## src/rtl/sc_vehiculo_lane_shifter.sv

```systemverilog
// Vehicle lane register for the NVE level FSM: it loads a level pattern, then rotates it at a
// selectable speed, with pause support and a one-cycle tick on each rotation.
module sc_vehiculo_lane_shifter #(
    parameter int DATAWIDTH_BUS = 8,
    parameter int CNT_WIDTH     = 25,
    parameter int DIV_VEL1      = 25000000,
    parameter int DIV_VEL2      = 12500000,
    parameter int DIV_VEL3      = 6250000,
    parameter bit DIR           = 1'b0
) (
    input  logic                     SC_STATEMACHINE_NVE_CLOCK_50,
    input  logic                     SC_STATEMACHINE_NVE_RESET,
    input  logic                     LANE_LOAD_SHIFT_IN,
    input  logic [DATAWIDTH_BUS-1:0] LANE_REGNIVEL_IN,
    input  logic [1:0]               LANE_VEL_SELECT_IN,
    input  logic                     LANE_PAUSA_IN,
    output logic [DATAWIDTH_BUS-1:0] LANE_PATTERN_OUT,
    output logic                     LANE_TICK_OUT,
    output logic [1:0]               LANE_STATE_OUT
);

    typedef enum logic [1:0] {
        IDLE  = 2'b00,
        ARMED = 2'b01,
        RUN   = 2'b10,
        PAUSE = 2'b11
    } lane_state_t;

    lane_state_t              state, state_next;
    logic [DATAWIDTH_BUS-1:0] pattern, pattern_next;
    logic [CNT_WIDTH-1:0]     cnt, cnt_next;
    logic                     tick, tick_next;
    logic [CNT_WIDTH-1:0]     div_m1;
    logic [DATAWIDTH_BUS-1:0] rotated;

    // Terminal count per speed; speed 0 never reaches the terminal comparison.
    always_comb begin
        case (LANE_VEL_SELECT_IN)
            2'b01:   div_m1 = CNT_WIDTH'(DIV_VEL1 - 1);
            2'b10:   div_m1 = CNT_WIDTH'(DIV_VEL2 - 1);
            2'b11:   div_m1 = CNT_WIDTH'(DIV_VEL3 - 1);
            default: div_m1 = '0;
        endcase
    end

    assign rotated = DIR ? {pattern[0], pattern[DATAWIDTH_BUS-1:1]}
                         : {pattern[DATAWIDTH_BUS-2:0], pattern[DATAWIDTH_BUS-1]};

    // NOTE: every output of this block gets a default first, so no path can leave one unassigned and infer a latch.
    always_comb begin
        state_next   = state;
        pattern_next = pattern;
        cnt_next     = cnt;
        tick_next    = 1'b0;

        if (LANE_LOAD_SHIFT_IN) begin
            cnt_next = '0;
            if (LANE_REGNIVEL_IN != '0) begin
                pattern_next = LANE_REGNIVEL_IN;
                state_next   = ARMED;
            end else if (state == RUN || state == PAUSE) begin
                state_next = ARMED;
            end
        end else if (LANE_PAUSA_IN) begin
            if (state != IDLE)
                state_next = PAUSE;
        end else if (state != IDLE) begin
            if (LANE_VEL_SELECT_IN == 2'b00) begin
                cnt_next   = '0;
                state_next = ARMED;
            end else begin
                state_next = RUN;
                // Using >= lets a switch to a faster speed in the middle of a count end that count on the next edge.
                if (cnt >= div_m1) begin
                    cnt_next     = '0;
                    pattern_next = rotated;
                    tick_next    = 1'b1;
                end else begin
                    cnt_next = cnt + 1'b1;
                end
            end
        end
    end

    // NOTE: sequential state uses non-blocking assignments so every register samples pre-edge values.
    always_ff @(posedge SC_STATEMACHINE_NVE_CLOCK_50 or posedge SC_STATEMACHINE_NVE_RESET) begin
        if (SC_STATEMACHINE_NVE_RESET) begin
            state   <= IDLE;
            pattern <= '0;
            cnt     <= '0;
            tick    <= 1'b0;
        end else begin
            state   <= state_next;
            pattern <= pattern_next;
            cnt     <= cnt_next;
            tick    <= tick_next;
        end
    end

    assign LANE_PATTERN_OUT = pattern;
    assign LANE_TICK_OUT    = tick;
    assign LANE_STATE_OUT   = state;

endmodule

```

## config.mk

```make
export PLATFORM = sky130hd
export DESIGN_NAME = sc_vehiculo_lane_shifter
export DESIGN_NICKNAME = d
export VERILOG_FILES = /design/src/rtl/sc_vehiculo_lane_shifter.sv
export SDC_FILE = /design/constraint.sdc
export NUM_CORES = 1
export LEC_CHECK = 0
export CORE_ASPECT_RATIO = 1.25
export CORE_MARGIN = 2
export CORE_UTILIZATION = 60
export DETAILED_ROUTE_END_ITERATION = 8
export PLACE_DENSITY = 0.85
export SYNTH_ARGS = -nofsm -noshare
export SYNTH_HDL_FRONTEND = slang
export SYNTH_SLANG_ARGS = --single-unit
```

## constraint.sdc

```tcl
create_clock -name SC_STATEMACHINE_NVE_CLOCK_50 -period 4.4 [get_ports SC_STATEMACHINE_NVE_CLOCK_50]
set_input_delay 0.88 -clock SC_STATEMACHINE_NVE_CLOCK_50 [delete_from_list [all_inputs] [get_ports SC_STATEMACHINE_NVE_CLOCK_50]]
set_output_delay 0.88 -clock SC_STATEMACHINE_NVE_CLOCK_50 [all_outputs]
set_load 0.05 [all_outputs]
```

==> results of run 1 <==
==> power by group <==
group / total (uW) / leakage [uW] / internal (uW) / switching [uW]
clock network: 293 / 0.0000541 / 168 / 125
registers: 367 / 0.000479 / 349 / 17.8
logic: 212 / 0.000783 / 86.9 / 125
total: 872 / 0.00132 / 604 / 268
==> worst max-delay path: stages <==
cell and delay, ns:
clkdlybuf4s50_1 0.46, inv_1 0.17, ha_1 0.45, inv_1 0.15, o21ai_0 0.15, ha_1 0.30
a21oi_1 0.12, o21ai_0 0.09, a22oi_1 0.18, o2111ai_2 0.18, nor2_2 0.14, o21a_1 0.47
mux2_4 0.35
==> state kept, by name, summed over array words and instances (netlist names) <==
register          flops
LANE_PATTERN_OUT      8
cnt                  25
LANE_STATE_OUT        2
LANE_TICK_OUT         1
==> worst paths after layout <==
check | start | to | slack [ns] | cells past startpoint
max | LANE_VEL_SELECT_IN[0] | LANE_PATTERN_OUT[5] | 0.50 | 13
max in group asynchronous | SC_STATEMACHINE_NVE_RESET | cnt[11] | 3.09 | 3
max reg2reg | cnt[23] | LANE_PATTERN_OUT[5] | 1.82 | 8
min | cnt[17] | cnt[17] | 0.52 | 1
min reg2reg | cnt[17] | cnt[17] | 0.52 | 1
min in group asynchronous | SC_STATEMACHINE_NVE_RESET | cnt[0] | 0.98 | 3
==> cells by family after synthesis <==
kind of cell | count (synthesis) | synth area share, %
and+or+nand+nor | 96 | 20.24
DFF | 36 | 36.07
xor gates and xnor gates | 6 | 2.104
buffers and inverters | 20 | 3.907
adders and majority gates | 27 | 13.53
AOI/OAI and AO/OA | 59 | 14.13
muxes | 20 | 10.02
==> synthesized netlist by cell type <==
master / count
nand3_1: 14
or2_2: 1
o21ai_1: 1
nor3_1: 7
mux2i_1: 4
nor2b_1: 2
o21bai_1: 1
nand4_2: 1
buf_4: 2
dfrtp_1: 36
inv_1: 12
buf_6: 2
or2b_1: 1
a21o_1: 2
nand3b_1: 2
a31oi_1: 10
and2_1: 2
or4_1: 2
nor3_4: 1
nor4_1: 1
a22o_1: 3
mux2_2: 8
a41oi_1: 1
nor4_2: 1
nand2b_1: 3
nand2_1: 26
nor2_1: 15
a21oi_1: 21
o21ai_0: 15
inv_2: 1
and4_1: 2
and3_1: 5
ha_1: 27
nor2_2: 1
buf_1: 2
xor2_1: 5
nand4_1: 9
clkbuf_1: 1
o211a_1: 1
o21a_1: 2
mux2_4: 8
o2111ai_2: 1
a22oi_1: 1
xnor2_1: 1
==> metal layers <==
metal	global-route usage, %	vias to the layer above
met5	0	-
met4	10.64	0
li1	-	1027
met1	33.41	978
met2	45.89	74
met3	5.433	13
==> cell type report <==
class,instances,area share [%]
Timing Repair Buffer,28,9.318
Sequential cell,36,31.06
Inverter,13,1.682
Multi-Input combinational cell,208,51.68
Clock buffer,5,2.373
Tap cell,56,2.416
Clock inverter,3,1.467
==> metrics by stage <==
stage	instance area (sq um)	setup slack, ns
floorplan	2497	1.243
global placement	2789	0.3093
detailed placement	2789	0.2024
CTS	2900	0.5002
global route	2900	0.2983
finish	2900	0.4981
==> out/metrics.csv, run 1 <==
stage;metric;value;unit
die;core;4034;sq um
layout;areaGrowthSynthToFinish;16.13;%
detailed_routing;postRouteAntennaNets;0;
clock_network;htreeDepth;2;
layout;n_fill_cell;319;
layout;fin_nets;333;
clock_network;clockBufferDepth;2;
run_status;run_status;completed;
critical_path;worstSetupPathType;input port to flip-flop;
power_and_ir_drop;ir_worst_vdd;0.0003210;V
logic_synthesis;synth_top_area_share;36.07;%
detailed_routing;vias_per_cell;5.994;
sta;final_hold_viol_count;0;
sta;max_freq;256.3;MHz
clock_network;cts.clk_slew.worst_paths;0.07;ns
sta;period_minus_slack;3.902;ns
critical_path;path_max_fanout;10;
power_and_ir_drop;powerDensity;300.5;nW/um^2
sta;slew_headroom;52.15;%
logic_synthesis;ys_seq_elements;36;
place;dpl.hpwl;4288;microns
sta;finalClockSkew;0.004147;ns
logic_synthesis;syn_inst;264;
detailed_routing;wirelength;5754;microns
critical_path;startpoint_type;input port;
detailed_routing;dr_wl_met3;286;microns
place;placed_cells_incl_taps;341;
power_and_ir_drop;leakagePower;0.001316;uW
layout;final_core_util;71.90;%
global_route;grt_max_degree;37;
logic_synthesis;yosys.cell_types.count;44;
clock_network;hold_buffers;0;
die;die_y;76.13;microns
die;fp-row-count;26;
critical_path;cp-end-kind;flip-flop;
layout;regArea;900.9;sq um
sta;timing.hold.ws;0.5179;ns
logic_synthesis;yosys.area.top_type;dfrtp_1;
detailed_routing;top_layer_used;met4;
detailed_routing;vias;2092;
layout;final_cells;349;
sta;drv_slew;0;
sta;setup_viol;0;
logic_synthesis;synth_fp_nets;305;
global_route;grt_pass1_wl;9729;microns
clock_network;cts_setup_buffers;0;
global_route;track_usage;27.43;%
sta;tns;0;ns
layout;most-common-layout-cells;dfrtp_1, ha_1, nand2_1, clkdlybuf4s50_1, a21oi_1;
logic_synthesis;synth_area_leaders;dfrtp_1, ha_1, mux2_4;
clock_network;clkLatencyLatePin;0.29;ns
layout;drive_above_1_share;11.95;%
layout;final_common_cell;dfrtp_1;
die;die_w;61.71;microns
clock_network;cts_root_buffer;clkbuf_8;
global_route;grt_pass1_vias;2094;
detailed_routing;wl_met1;2291;microns
clock_network;cts_tree;built;
sta;worstMarginPinSlew;0.7152;ns
die;fp.dieArea;4698;sq um
min_path;hold_class;flip-flop to flip-flop;
global_route;grt-ovfl-total;0;
critical_path;worst_ep_required_time;4.58;ns
detailed_routing;wl_met2;3007;microns
global_route;antenna_found_initial;0;
sta;min_period_over_period;88.68;%
die;pin_count;25;
power_and_ir_drop;power;871.7;uW
place;gp_congestion;0.9744;
detailed_routing;drc;0;
logic_synthesis;synth-seq-area-share;36.07;%
flow_run;maxCapViolCount;0;
sta;rsz0062_at_grt;false;
layout;multi_input_area;1499;sq um
detailed_routing;firstDrtPassIters;4;
clock_network;clock_sinks;36;
logic_synthesis;syn_area_per_cell;9.460;sq um
logic_synthesis;yosysWarnings;0;
detailed_routing;drt_iter0_drc;187;
clock_network;post_cts_resized;0;
layout;diodes;0;
place;io_buffer_count;24;
critical_path;critPathArrivalTime;4.08;ns
clock_network;cts_inserted_buffers;5;
logic_synthesis;synth_area;2497;sq um
detailed_routing;wire_per_inst;16.49;microns
die;start_util;61.91;%
(Power assumes the default switching activity.)
==> run 2, diff against run 1 <==
Settings changed: ABC_AREA set to 1.
==> run 2 against run 1 <==
  * First-iteration DRC count shrank 42%
  * Via count grew 21%
  * Maximum frequency grew 8.7%
  * Worst setup slack gained 0.31 ns
  * Synthesized cell count grew 42%
  * Flip-flop and latch count is the same
  * Critical path depth grew 2
  * Largest power group unchanged
==> out/metrics.csv, run 2 <==
stage;metric;value;unit
sta;final_hold_viol_count;0;
layout;most-common-layout-cells;nand2_1, nor2_1, inv_1, dfrtp_1, ha_1;
run_status;run_status;completed;
place;placed_cells_incl_taps;453;
detailed_routing;drc;0;
place;dpl.hpwl;5043;microns
logic_synthesis;synth-seq-area-share;32.04;%
global_route;grt_pass1_vias;2516;
detailed_routing;drt_iter0_drc;109;
die;pin_count;25;
sta;drv_slew;0;
layout;largest_reg_flops;25;
power_and_ir_drop;ir_worst_vdd;0.0002358;V
logic_synthesis;yosys.area.top_type;dfrtp_1;
layout;final_cells;461;
place;placed_area;3105;sq um
clock_network;clkLatencyLatePin;0.29;ns
die;start_util;63.05;%
logic_synthesis;synth_area;2811;sq um
critical_path;timing.critical_path.cells;clkdlybuf4s50_1, inv_1, ha_1, inv_1, o21ai_0, ha_1, nand2_1, nand2_1, nand2_1, nand2_1, a21oi_1, nand2_2, a21oi_4, nand2_2, o21ai_0;
clock_network;htreeDepth;2;
sta;finalClockSkew;0.009275;ns
global_route;grt-ovfl-total;0;
min_path;hold_class;flip-flop to flip-flop;
clock_network;cts.clk_slew.worst_paths;0.07;ns
clock_network;clock_sinks;36;
layout;fin_nets;443;
global_route;antenna_found_initial;0;
sta;max_freq;278.7;MHz
global_route;grt_pass1_wl;11100;microns
die;die_w;65.23;microns
logic_synthesis;synth_edf_count;0;
logic_synthesis;synthTopCellsByCount;nand2_1, nor2_1, inv_1, dfrtp_1, ha_1;
global_route;grt_max_degree;37;
sta;tns;0;ns
critical_path;cp-end-kind;flip-flop;
clock_network;hold_buffers;0;
die;die_y;80.53;microns
sta;worstMarginPinSlew;0.7802;ns
layout;areaGrowthSynthToFinish;13.75;%
logic_synthesis;ys_seq_elements;36;
critical_path;path_max_fanout;22;
logic_synthesis;synth_top_area_share;32.04;%
critical_path;startpoint_type;input port;
sta;period_minus_slack;3.588;ns
logic_synthesis;syn_inst;374;
layout;drive_above_1_share;11.66;%
layout;final_area;3198;sq um
die;core;4459;sq um
sta;slew_headroom;47.64;%
logic_synthesis;synth-async-reset-ratio;100.0;%
clock_network;cts_root_buffer;clkbuf_8;
die;fp.dieArea;5253;sq um
die;fp-row-count;27;
clock_network;clockBufferDepth;2;
critical_path;cpPeakStageDelay;0.44;ns
flow_run;maxCapViolCount;0;
sta;rsz0062_at_grt;false;
detailed_routing;vias;2533;
logic_synthesis;syn_area_per_cell;7.517;sq um
sta;setup_viol;0;
critical_path;cpMostUsedCell;nand2_1;
detailed_routing;wirelength;6461;microns
detailed_routing;firstDrtPassIters;4;
clock_network;cts_tree;built;
layout;final_common_cell;nand2_1;
critical_path;critPathArrivalTime;3.79;ns
logic_synthesis;ys.flop_type;dfrtp_1;
detailed_routing;postRouteAntennaNets;0;
detailed_routing;wire_per_inst;14.02;microns
critical_path;worst_ep_required_time;4.60;ns
clock_network;cts_setup_buffers;0;
logic_synthesis;synth_fp_nets;415;
clock_network;post_cts_resized;0;
global_route;track_usage;27.45;%
power_and_ir_drop;leakagePower;0.001486;uW
layout;largest-register;cnt;
layout;diodes;0;
place;gp_congestion;0.9827;
logic_synthesis;yosysMostFrequentCell;nand2_1;
logic_synthesis;yosysWarnings;0;
power_and_ir_drop;powerDensity;236.4;nW/um^2
clock_network;cts_inserted_buffers;5;
place;io_buffer_count;24;
critical_path;critPathSlowestCell;clkdlybuf4s50_1;
sta;min_period_over_period;81.55;%
logic_synthesis;yosys.cell_types.count;26;
critical_path;worstSetupPathType;input port to flip-flop;
logic_synthesis;synth_area_leaders;dfrtp_1, nand2_1, ha_1;
detailed_routing;vias_per_cell;5.495;
run 2: logic make-up after synthesis:
logic type / Yosys count / share of synthesized area (%)
AO/OA/AOI/OAI: 37 / 9.791
XOR/XNOR: 21 / 6.542
multiplexers: 8 / 3.204
buffers and inverters: 42 / 6.141
flip-flops: 36 / 32.04
AND/OR/NAND/NOR: 203 / 30.26
adder cells (fa/ha/maj): 27 / 12.02
run 2: worst paths after layout:
path / startpoint / to / slack [ns] / cells after the start
min reg2reg: cnt[23] / cnt[23] / 0.52 / 2
max: LANE_VEL_SELECT_IN[0] / cnt[22] / 0.81 / 15
max reg2reg: cnt[16] / cnt[22] / 2.12 / 10
min: cnt[23] / cnt[23] / 0.52 / 2
min in group asynchronous: SC_STATEMACHINE_NVE_RESET / cnt[15] / 0.99 / 3
max in group asynchronous: SC_STATEMACHINE_NVE_RESET / LANE_PATTERN_OUT[4] / 3.09 / 3
run 2: power breakdown:
part	switching, uW	total (uW)	internal [uW]
combinational	100	157	57.0
sequential	12.0	355	343
clock	119	243	125
run 2: through the flow:
stage | power (uW) | utilization, % | hold WS (ns) | setup WS (ns)
CTS | 759.9 | 71.72 | 0.5307 | 0.7953
global route | 790.4 | 71.72 | 0.5628 | 0.4789
finish | 756.0 | 71.72 | 0.5229 | 0.8119
floorplan | 464.6 | - | 0.4772 | 1.608
global placement | 515.6 | 69.64 | 0.4963 | 0.6579
detailed placement | 518.8 | 69.64 | 0.5117 | 0.5050
run 2: layout make-up:
cell class / count / area (sq um)
clock buffer: 6 / 82.58
clock inverter: 2 / 10.01
fill: 371 / 1261
inverter: 37 / 138.9
multi-input combinational: 296 / 1738
sequential: 36 / 900.9
tap: 58 / 72.57
timing repair buffer: 26 / 255.2
run 2: routing by layer:
metal	share of wire (%)	GRT usage [%]	vias up
met4	2.9	11.04	0
li1	-	-	1261
met5	0	0	-
met3	3.8	4.342	22
met2	50	48.16	64
met1	43	33.27	1186
run 2: worst max-delay path: cells and delay by family:
kind                       cells  cell delay [ns]
adders and majority gates      2             0.71
AOI/OAI and AO/OA              4             0.75
buffers and inverters          3             0.77
and+or+nand+nor                6             0.67
